===== src/rtl/mcdt_arbiter.sv =====
// mcdt_arbiter: output-side arbiter for the mcdt multi-channel data transfer block.
// Three channel FIFOs share one output port. The winner is the highest-priority
// eligible channel, and ties are broken round-robin. The granted FIFO is then
// popped in bursts of up to BURST_LEN words.
// Optional feature: define MCDT_ARB_STATS_EN to add per-channel grant counters
// (chN_gnt_cnt_o) and the stats_clr_i input.
module mcdt_arbiter #(
  parameter int unsigned DW        = 32,
  parameter int unsigned BURST_LEN = 4,
  parameter int unsigned CNT_W     = 16
) (
  input  logic              clk_i,
  input  logic              rst_i,
  input  logic              ch0_req_i,
  input  logic [DW-1:0]     ch0_data_i,
  input  logic              ch0_en_i,
  input  logic [1:0]        ch0_prio_i,
  output logic              ch0_ack_o,
  input  logic              ch1_req_i,
  input  logic [DW-1:0]     ch1_data_i,
  input  logic              ch1_en_i,
  input  logic [1:0]        ch1_prio_i,
  output logic              ch1_ack_o,
  input  logic              ch2_req_i,
  input  logic [DW-1:0]     ch2_data_i,
  input  logic              ch2_en_i,
  input  logic [1:0]        ch2_prio_i,
  output logic              ch2_ack_o,
  output logic [DW-1:0]     mcdt_data_o,
  output logic              mcdt_val_o,
  output logic [1:0]        mcdt_id_o,
  output logic              busy_o
`ifdef MCDT_ARB_STATS_EN
  ,
  input  logic              stats_clr_i,
  output logic [CNT_W-1:0]  ch0_gnt_cnt_o,
  output logic [CNT_W-1:0]  ch1_gnt_cnt_o,
  output logic [CNT_W-1:0]  ch2_gnt_cnt_o
`endif
);

  localparam logic [0:0] S_IDLE  = 1'b0;
  localparam logic [0:0] S_BURST = 1'b1;

  // Burst counter wide enough for BURST_LEN up to 16
  localparam int unsigned   BCW      = 5;
  localparam logic [BCW-1:0] CNT_LAST = BCW'(BURST_LEN - 1);

  // Elaboration-time parameter sanity check
  if (BURST_LEN < 1 || BURST_LEN > 16 || CNT_W < 1) begin : g_param_check
    $error("mcdt_arbiter: illegal BURST_LEN or CNT_W");
  end

  logic [2:0]    req_v;
  logic [2:0]    en_v;
  logic [2:0]    elig;
  logic [1:0]    prio_v [3];
  logic [DW-1:0] data_v [3];

  assign req_v     = {ch2_req_i, ch1_req_i, ch0_req_i};
  assign en_v      = {ch2_en_i, ch1_en_i, ch0_en_i};
  assign elig      = req_v & en_v;
  assign prio_v[0] = ch0_prio_i;
  assign prio_v[1] = ch1_prio_i;
  assign prio_v[2] = ch2_prio_i;
  assign data_v[0] = ch0_data_i;
  assign data_v[1] = ch1_data_i;
  assign data_v[2] = ch2_data_i;

  logic [0:0]     state_q, state_d;
  logic [1:0]     cur_id_q, cur_id_d;
  logic [1:0]     last_id_q, last_id_d;
  logic [BCW-1:0] cnt_q, cnt_d;
  logic [DW-1:0]  data_q, data_d;
  logic           val_q, val_d;
  logic [1:0]     id_q, id_d;

  logic [2:0]     ack_c;
  logic [1:0]     win_id;
  logic           win_vld;
  logic [1:0]     max_prio;
  logic [2:0]     cand;
  logic [1:0]     rr_idx;
  logic           cur_elig;
  logic [DW-1:0]  cur_data;

  // (base + step) mod 3 for base in 0..2, step in 1..3
  function automatic logic [1:0] rr_step(input logic [1:0] base, input logic [1:0] step);
    logic [2:0] sum;
    sum = {1'b0, base} + {1'b0, step};
    if (sum >= 3'd3) sum = sum - 3'd3;
    if (sum >= 3'd3) sum = sum - 3'd3;
    return sum[1:0];
  endfunction

  // Winner: highest priority among eligible, round-robin from last_id+1 on ties
  always_comb begin
    max_prio = '0;
    cand     = '0;
    rr_idx   = '0;
    win_id   = '0;
    win_vld  = 1'b0;
    for (int i = 0; i < 3; i++) begin
      if (elig[i] && (prio_v[i] > max_prio)) max_prio = prio_v[i];
    end
    for (int i = 0; i < 3; i++) begin
      cand[i] = elig[i] && (prio_v[i] == max_prio);
    end
    for (int k = 1; k <= 3; k++) begin
      rr_idx = rr_step(last_id_q, 2'(k));
      for (int i = 0; i < 3; i++) begin
        if (!win_vld && cand[i] && (rr_idx == 2'(i))) begin
          win_id  = rr_idx;
          win_vld = 1'b1;
        end
      end
    end
  end

  // View of the currently granted channel
  always_comb begin
    cur_elig = 1'b0;
    cur_data = '0;
    for (int i = 0; i < 3; i++) begin
      if (cur_id_q == 2'(i)) begin
        cur_elig = elig[i];
        cur_data = data_v[i];
      end
    end
  end

  // Next-state, pop strobes and output-word capture
  always_comb begin
    state_d   = state_q;
    cur_id_d  = cur_id_q;
    last_id_d = last_id_q;
    cnt_d     = cnt_q;
    data_d    = data_q;
    val_d     = 1'b0;
    id_d      = id_q;
    ack_c     = '0;
    case (state_q)
      S_IDLE: begin
        if (win_vld) begin
          state_d  = S_BURST;
          cur_id_d = win_id;
          cnt_d    = '0;
        end
      end
      S_BURST: begin
        if (cur_elig) begin
          for (int i = 0; i < 3; i++) begin
            ack_c[i] = (cur_id_q == 2'(i));
          end
          val_d  = 1'b1;
          data_d = cur_data;
          id_d   = cur_id_q;
          cnt_d  = cnt_q + BCW'(1);
          if (cnt_q == CNT_LAST) begin
            state_d   = S_IDLE;
            last_id_d = cur_id_q;
          end
        end else begin
          state_d   = S_IDLE;
          last_id_d = cur_id_q;
        end
      end
      default: state_d = S_IDLE;
    endcase
  end

  // State and output registers
  always_ff @(posedge clk_i or posedge rst_i) begin
    if (rst_i) begin
      state_q   <= S_IDLE;
      cur_id_q  <= 2'd0;
      last_id_q <= 2'd2;
      cnt_q     <= '0;
      data_q    <= '0;
      val_q     <= 1'b0;
      id_q      <= 2'd0;
    end else begin
      state_q   <= state_d;
      cur_id_q  <= cur_id_d;
      last_id_q <= last_id_d;
      cnt_q     <= cnt_d;
      data_q    <= data_d;
      val_q     <= val_d;
      id_q      <= id_d;
    end
  end

  assign ch0_ack_o   = ack_c[0];
  assign ch1_ack_o   = ack_c[1];
  assign ch2_ack_o   = ack_c[2];
  assign mcdt_data_o = data_q;
  assign mcdt_val_o  = val_q;
  assign mcdt_id_o   = id_q;
  assign busy_o      = (state_q == S_BURST);

  // At most one FIFO is popped per cycle
  a_ack_onehot: assert property (@(posedge clk_i) disable iff (rst_i) $onehot0(ack_c));

`ifdef MCDT_ARB_STATS_EN
  logic             grant_c;
  logic [CNT_W-1:0] gnt_cnt_q [3];

  assign grant_c = (state_q == S_IDLE) && win_vld;

  // Saturating per-channel grant counters; clear has precedence over increment
  always_ff @(posedge clk_i or posedge rst_i) begin
    if (rst_i) begin
      for (int i = 0; i < 3; i++) gnt_cnt_q[i] <= '0;
    end else if (stats_clr_i) begin
      for (int i = 0; i < 3; i++) gnt_cnt_q[i] <= '0;
    end else if (grant_c) begin
      for (int i = 0; i < 3; i++) begin
        if ((win_id == 2'(i)) && (gnt_cnt_q[i] != '1)) begin
          gnt_cnt_q[i] <= gnt_cnt_q[i] + CNT_W'(1);
        end
      end
    end
  end

  assign ch0_gnt_cnt_o = gnt_cnt_q[0];
  assign ch1_gnt_cnt_o = gnt_cnt_q[1];
  assign ch2_gnt_cnt_o = gnt_cnt_q[2];
`endif

endmodule

===== config.mk =====
export PLATFORM = sky130hd
export DESIGN_NAME = mcdt_arbiter
export DESIGN_NICKNAME = d
export VERILOG_FILES = /design/src/rtl/mcdt_arbiter.sv
export SDC_FILE = /design/constraint.sdc
export NUM_CORES = 1
export LEC_CHECK = 0
export BUFFER_PORTS_ARGS = -buffer_cell sky130_fd_sc_hd__buf_2
export CORE_MARGIN = 4
export CORE_UTILIZATION = 45
export CTS_BUF_LIST = sky130_fd_sc_hd__clkbuf_4 sky130_fd_sc_hd__clkbuf_8
export DETAILED_ROUTE_END_ITERATION = 6
export PLACE_DENSITY = 0.79
export SETUP_SLACK_MARGIN = 0.4
export SYNTH_ARGS = -nofsm -noshare
export SYNTH_HDL_FRONTEND = slang
export SYNTH_SLANG_ARGS = --single-unit

===== constraint.sdc =====
create_clock -name clk_i -period 5.5 [get_ports clk_i]
set_input_delay 0.275 -clock clk_i [delete_from_list [all_inputs] [get_ports clk_i]]
set_output_delay 0.275 -clock clk_i [all_outputs]
set_load 0.01 [all_outputs]

# After elaboration in Yosys (flattened, before gate mapping)
# Cells that the tools add are included.
[classes]
add_sub_neg = 10
n_eq_ne = 15
n_reduce_logical = 39
n_lt_le_gt_ge = 9
n_mux = 46
bitwise_logic = 2
[ops]
columns = ["operator", "n"]
rows = [
  ["32-bit 2-to-1 mux", 3],
  ["2-bit 2-to-1 mux", 17],
  ["1-bit logical AND", 23],
  ["3-bit by 2-bit greater-or-equal comparator with 1-bit output (second input constant)", 6],
  ["1-bit 2-to-1 mux", 17],
  ["3-bit 2-to-1 mux", 5],
  ["5-bit 2-to-1 mux", 2],
  ["5-bit one-hot mux with 2 select lines", 1],
  ["3-bit by 2-bit subtractor with 3-bit output (second input constant)", 3],
  ["2-bit by 1-bit == test with 1-bit output (second input constant)", 4],
  ["2-bit == test (second input constant)", 4],
  ["1-bit logical NOT", 8],
  ["2-bit logical NOT", 4],
  ["2-bit AND reduction", 4],
  ["2-bit by 2-bit adder with 3-bit output (second input constant)", 2],
  ["2-bit == test", 3],
  ["2-bit subtractor (second input constant)", 3],
  ["5-bit by 1-bit adder with 5-bit output (second input constant)", 1],
  ["5-bit by 2-bit == test with 1-bit output (second input constant)", 1],
  ["2-bit > comparator", 2],
  ["2-bit by 1-bit inequality test with 1-bit output (second input constant)", 2],
  ["2-bit by 1-bit adder with 3-bit output (second input constant)", 1],
  ["3-bit bitwise AND", 1],
  ["2-bit by 1-bit > comparator with 1-bit output (second input constant)", 1],
  ["3 further kinds", 3],
]
[word_totals]
output_inout_bits = 39
reg_bits = 45
word_cells = 128

# Logic depth before layout (Yosys ltp)
# Gate-level depths: netlist of run 1.
[logic_depth]
ltp_word = 47
ltp_mapped = 18

# Worst setup path after synthesis of run 1
# No wires, ideal clock.
[synth_path]
path_type = "input to register"
startpoint = "in ch0_prio_i[1]"
endpoint = "reg cur_id_q[0]"
setup_time_ns = 0.088
required_ns = 5.412
stages = 16
setup_slack_ns = 1.790
n_path_buf = 1
arrival_time_ns = 3.622
cell_sequence = "buf_2 nand3_1 ha_1 nor2b_4 o2111ai_4 mux2_4 ha_1 nor2b_1 o211a_2 o311ai_0 a21o_1 a31oi_4 or3_1 a211oi_2 o21ai_0 a41oi_1"
[synth_between]
elab_chain_len = 46
word_cells_on_any_way = 59
classes_between = "3 x order compare; 3 x eq/ne; 21 x mux; 32 x reduce/logical"
[synth_rtl]
columns = ["item", "line", "source"]
rows = [
  ["from (decl)", "17", "input logic [1:0] ch0_prio_i,"],
  ["2-bit by 1-bit > comparator with 1-bit output", "104", "if (elig[i] && (prio_v[i] > max_prio)) max_prio = prio_v[i];"],
  ["1-bit logical AND", "104", ""],
  ["2-bit 2-to-1 mux", "104", ""],
  ["2-bit > comparator", "104", ""],
  ["1-bit logical AND", "104", ""],
  ["2-bit 2-to-1 mux", "104", ""],
  ["2-bit > comparator", "104", ""],
  ["1-bit logical AND", "104", ""],
  ["(+28 left out)", "-", ""],
  ["1-bit 2-to-1 mux", "112", "if (!win_vld && cand[i] && (rr_idx == 2'(i))) begin"],
  ["1-bit logical NOT", "112", ""],
  ["1-bit logical AND (2 in a row)", "112", ""],
  ["1-bit 2-to-1 mux", "112", ""],
  ["1-bit logical NOT", "112", ""],
  ["1-bit logical AND (2 in a row)", "112", ""],
  ["1-bit 2-to-1 mux", "112", ""],
  ["2-bit AND reduction (no line)", "-", ""],
  ["to (signal assigned)", "184", "cur_id_q <= cur_id_d;"],
  ["to (decl)", "71", "logic [1:0] cur_id_q, cur_id_d;"],
]
# Several ways; a longest one is shown, not always the timed one.
# A chain may end at the register's enable or synchronous reset.

# Final worst setup path of run 1
[layout_path]
startpoint = "in ch0_prio_i[1]"
endpoint = "reg cur_id_q[1]"
# Same word-level chain as after synthesis.

==> results of run 1 <==
[cell families (layout without fill, tap and decap cells)]
kind of cell             count (synthesis)  after routing  synth area share
adder cells (fa/ha/maj)                  9              9            0.0379
multiplexers                            35             35             0.120
XOR/XNOR                                 7              7            0.0206
buffers and inverters                   37            173            0.0476
flip-flops                              45             45             0.380
AO/OA/AOI/OAI                          103            103             0.219
AND/OR/NAND/NOR                        121            121             0.176
[report_power, final]
group / switching [µW] / internal [µW]
clock network: 107 / 153
registers: 160 / 462
logic: 417 / 356
total: 684 / 971
[final timing paths]
path,start,to,slack [ps],depth (start not counted)
min reg2reg,mcdt_data_o[5],mcdt_data_o[5],480,2
max in group asynchronous,rst_i,cur_id_q[0],4670,2
max,ch0_prio_i[1],cur_id_q[1],1770,16
min in group clk_i,ch2_data_i[28],mcdt_data_o[28],260,3
min,rst_i,mcdt_data_o[23],180,2
max reg2reg,cur_id_q[0],cnt_q[2],2370,7
[cells in the final DEF, fill, tap and decap left out, drive strengths merged, types with 3 or more instances in the layout]
| cell | netlist | layout |
|---|---|---|
| dfrtp | 44 | 44 |
| ha | 9 | 9 |
| nor2b | 3 | 3 |
| o21ai | 41 | 41 |
| nand2 | 52 | 52 |
| xnor2 | 3 | 3 |
| nor2 | 46 | 46 |
| a21oi | 32 | 32 |
| or3 | 3 | 3 |
| o31ai | 4 | 4 |
| nor3 | 4 | 4 |
| a21o | 4 | 4 |
| mux2i | 33 | 33 |
| a31oi | 3 | 3 |
| nand3 | 5 | 5 |
| buf | 4 | 150 |
| xor2 | 4 | 4 |
| inv | 15 | 15 |
| clkbuf | 18 | 7 |
| o2111ai | 4 | 4 |
[synth_stat cells (2+ instances only)]
master     instances
buf_1              2
o311ai_0           2
o31ai_1            4
nor3_1             4
o2111ai_1          3
inv_1             15
nand3_1            5
ha_1               9
a21o_1             4
nand2_1           51
a31oi_1            2
o21ai_0           35
o22ai_1            2
a41oi_1            2
xnor2_1            3
dfrtp_1           44
nor2b_1            2
clkbuf_1          18
xor2_1             4
or3_1              3
mux2i_1           33
o21ai_1            6
a21oi_1           32
nor2_1            46
and2_1             2
buf_2              2
[metal layers]
| metal | routed length (µm) | global-route usage | share of wire |
|---|---|---|---|
| met3 | 577 | 0.0571 | 0.074 |
| met5 | 0 | 0 | 0 |
| met2 | 3940 | 0.362 | 0.50 |
| met1 | 3230 | 0.238 | 0.41 |
| met4 | 55 | 0.0460 | 0.0070 |
[critical path, cell delays in order]
cell and delay, ps:
buf_2 160, nand3_1 130, ha_1 310, nor2b_4 140
o2111ai_4 240, mux2_4 370, ha_1 290, nor2b_1 220
o211a_2 300, o311ai_0 140, a21o_1 230, a31oi_4 240
nand2_2 110, a311o_1 360, a32oi_1 220, a41oi_1 140
[through the flow]
step | worst slack (ps) | utilization | hold WS [ps]
2_1_floorplan | 1790 | - | 467
3_3_place_gp | 1600 | 0.586 | 456
3_5_place_dp | 1490 | 0.586 | 465
4_1_cts | 1780 | 0.605 | 211
5_1_grt | 1470 | 0.605 | 246
6_report | 1770 | 0.605 | 178
[flip-flops by register name, indices dropped and copies added (netlist names)]
register and flops:
busy_o 1, cnt_q 5, cur_id_q 2, last_id_q 2, mcdt_data_o 32, mcdt_id_o 2
mcdt_val_o 1
[layout make-up]
| cell class | count | area, µm² |
|---|---|---|
| sequential | 45 | 1130 |
| timing repair buffer | 150 | 756 |
| inverter | 15 | 56.3 |
| tap | 77 | 96.3 |
| clock buffer | 7 | 90.1 |
| fill | 589 | 2520 |
| clock inverter | 1 | 30.0 |
| multi-input combinational | 275 | 1710 |
==> metrics, run 1 <==
Required @ worst endpoint=about 5700 ps; Root Buffer=clkbuf_8; Core Region=6390 µm²; Seq/Total Area, Yosys=0.380; Synth Register Bits=45; Netlist cell types=48; WL/cell=13.7 µm; Ports=between 100 and 150; die height=89.2 µm; clock latency at the later pin of the worst-skew pair=just under 300 ps; CTS clk-pin slew, worst paths=80 ps; Die ar.=7960 µm²; DR DRC count=0; initial antenna violation count=0; Setup CP Type=in -> reg; Worst EP arrival=slightly below 4000 ps; Clock Skews=around 4.1 ps; Inserted Diodes=0; final wirelength=~7.8 mm; clock net sink count=45; fin nets=611; Post-synth ARST share=1.00; post-CTS resize count=0; Port Buffer Count=around 150; Pleak=~0.0021 µW; postcts setup bufs=0; Synth top area share=0.371; Slew headroom=0.234; Crit Path Max Fanout=9; Final Wtd Congestion=0.820; DR iter-0 viols=117; Hold Vio Cnt, Final=0; Final period util=0.678; via count=2,936; first-pass GRT wire length=between 10 and 15 mm; Die X=89.2 µm; largest net degree at the start of global routing=between 70 and 80; yosys warns=0; Avg Synthesized Cell Area=about 8.3 µm²; Syn Nets=476; starting density of the core=0.465; EDFF count, synth=0; crit end category=flip-flop; placed cell area=3740 µm²; Final Power=about 1700 µW; setup TNS=0 ps; H-tree depth=2; worst min path class=in -> async; clock buffer depth=2; Tot GR Track Use=0.201; FP Rows=29; final setup fails=0; Syn Inst Count=around 360; vias in the first global route=2,831; layout cells sized above 1=0.351; Inst Count DP=about 560; power per cell area=~430 nW/µm²; Final Max Slew Viols=0; status=finished, final reports clean; RSZ-0062 raised after global routing=false; post-DR vias/cell=5.15; fmax=0.268 GHz; cts bufs inserted=5; 1st-pass router iterations=4; Slew @ Worst Pin=about 1100 ps; design area=about 3900 µm²; global route overflow=0; # hold bufs at CTS=0; Synth area leaders=dfrtp_1 37%, mux2i_1 11%, nand2_1 6.4%; Non-Filler Instances=570; maximum vdd ir drop=approximately 0.22 mV; synthesis-to-finish area growth=30.1%; MaxCap Viol Count=0; Post-Syn Area=between 2000 and 3000 µm²; post-synth top area cell=dfrtp_1; DP Wirelength=6.04 mm; Critical Path Start Type=primary input; Final min period=3730 ps; prevailing post-synth register cell=dfrtp_1; CTS tree=built; post-route ant nets=0
Power figures use the tool's default switching activity.
==> inputs of run 2 (changes only) <==
- ABC_AREA: default -> 1
- PLACE_DENSITY: 0.79 -> 0.8
- clock period: 5.5 -> 3.9 ns (I/O delays scaled with it)
==> metrics, run 2 <==
Top cell by count, worst path=nand2_1; Most Crowded Layer GR=met2; Die ar.=roughly 7700 µm²; crit end category=flip-flop; Final period util=0.776; Setup CP Type=in -> reg; EDFF count, synth=0; Critical Path Start Type=primary input; post-synth top area cell=dfrtp_1; Hold Vio Cnt, Final=0; status=finished, final reports clean; CTS tree=built; Required @ worst endpoint=a little over 4000 ps; crit path max-delay cell type=ha_1; Final Max Slew Viols=0; Final min period=between 3000 and 4000 ps; post-DR vias/cell=5.12; Max stage delay on crit path=~320 ps; Synth Register Bits=45; prevailing post-synth register cell=dfrtp_1; 1st-pass router iterations=5; CTS clk-pin slew, worst paths=80 ps; DP Wirelength=6.77 mm; die height=roughly 88 µm; Worst EP arrival=3210 ps; Avg Synthesized Cell Area=7.36 µm²; largest net degree at the start of global routing=53; GRT met2 Usage=0.380; maximum vdd ir drop=around 0.34 mV; H-tree depth=2; setup TNS=0 ps; final wirelength=between 8 and 9 mm; Syn Nets=a little over 500; commonest non-fill, non-tap cell in the layout=buf_2; Slew headroom=0.401; fmax=roughly 0.33 GHz; most frequent cells in the layout=148 x buf_2, 133 x nand2_1, 44 x dfrtp_1; # hold bufs at CTS=0; Ports=between 100 and 150; clock net sink count=between 40 and 50; via count=between 3,000 and 4,000; yosys warns=0; met1 usage=0.275; worst min path class=in -> async; family with the most delay on the worst path=simple AND/OR/NAND/NOR gates; Inserted Diodes=0; count leader, synth=nand2_1; Final Wtd Congestion=between 0.8 and 0.9; Root Buffer=clkbuf_8; Core Region=6060 µm²; global route overflow=0; FP Rows=28; clock buffer depth=2; Synth top area share=0.384; Post-synth ARST share=1.00; Inst Count DP=between 600 and 700; MaxCap Viol Count=0; Die X=a little under 90 µm; Clock Skews=approximately 9.3 ps; postcts setup bufs=0; DR iter-0 viols=113; Netlist cell types=30; post-CTS resize count=0; Syn Inst Count=390; starting density of the core=0.474; power per cell area=~570 nW/µm²; synthesis-to-finish area growth=31.6%; post-route ant nets=0; Tot GR Track Use=0.222; Seq/Total Area, Yosys=0.393; max reg flops=32; fin nets=roughly 650; Post-Syn Area=2870 µm²; cts bufs inserted=5; WL/cell=~14 µm; Synth area leaders=dfrtp_1 38%, nand2_1 17%, a41oi_1 7.6%; top cells by count, synth=133 x nand2_1, 44 x dfrtp_1, 41 x nor2_1; Pleak=around 0.0020 µW; Non-Filler Instances=between 600 and 700; Crit Path Max Fanout=6; first-pass GRT wire length=around 14 mm; met3 GRT Util=0.0480; initial antenna violation count=0; clock latency at the later pin of the worst-skew pair=slightly below 300 ps; CP Buf/Inv Count=5; final setup fails=0; Slew @ Worst Pin=about 900 ps; DR DRC count=0; layout cells sized above 1=0.356; Port Buffer Count=~150; RSZ-0062 raised after global routing=false; vias in the first global route=3,074
[run 2: layer usage]
layer	vias to the layer above	share of wire
li1	1581	-
met1	1411	0.41
met2	111	0.50
met3	16	0.065
met4	0	0.025
met5	-	0
[run 2: path summary, 6_finish.rpt]
kind	startpoint	end	slack (ps)	cells after the start
worst max-delay path	ch0_req_i	cur_id_q[0]	880	27
worst min-delay path	rst_i	mcdt_data_o[11]	90	2
worst max register to register	cur_id_q[0]	mcdt_data_o[3]	1490	10
worst min register to register	mcdt_data_o[8]	mcdt_data_o[8]	480	2
max in group asynchronous	rst_i	mcdt_data_o[0]	3240	2
min in group clk_i	ch0_data_i[17]	mcdt_data_o[17]	170	3
[run 2: cells by family (layout without fill, tap and decap cells)]
group,after synthesis,in the layout,synth area share
buffers and inverters,50,194,0.0658
flip-flops,45,45,0.393
adder cells (fa/ha/maj),9,9,0.0392
AO/OA/AOI/OAI,64,64,0.164
AND/OR/NAND/NOR,219,219,0.329
XOR/XNOR,3,3,0.00916
[run 2: where the power goes]
group          switching, µW  internal (µW)
clock                    149            141
sequential               126            666
combinational            639            420
total                    913           1230
[run 2: per-stage QoR]
stage               power, µW  utilization  hold WS, ps  area (µm²)  setup slack, ps
global placement         1840        0.608          440        3680              702
detailed placement       1870        0.608          452        3680              581
global route             2340        0.623          167        3780              571
CTS                      2160        0.623          121        3780              897
finish                   2140        0.623         86.7        3780              875
floorplan                1430            -          375        2870              978
[run 2: area by class of cell]
cell class / count / area, µm²
clock buffer: 7 / 83.8
clock inverter: 1 / 7.51
fill: 549 / 2280
inverter: 33 / 124
multi-input combinational: 295 / 1560
sequential: 45 / 1130
tap: 75 / 93.8
timing repair buffer: 153 / 778
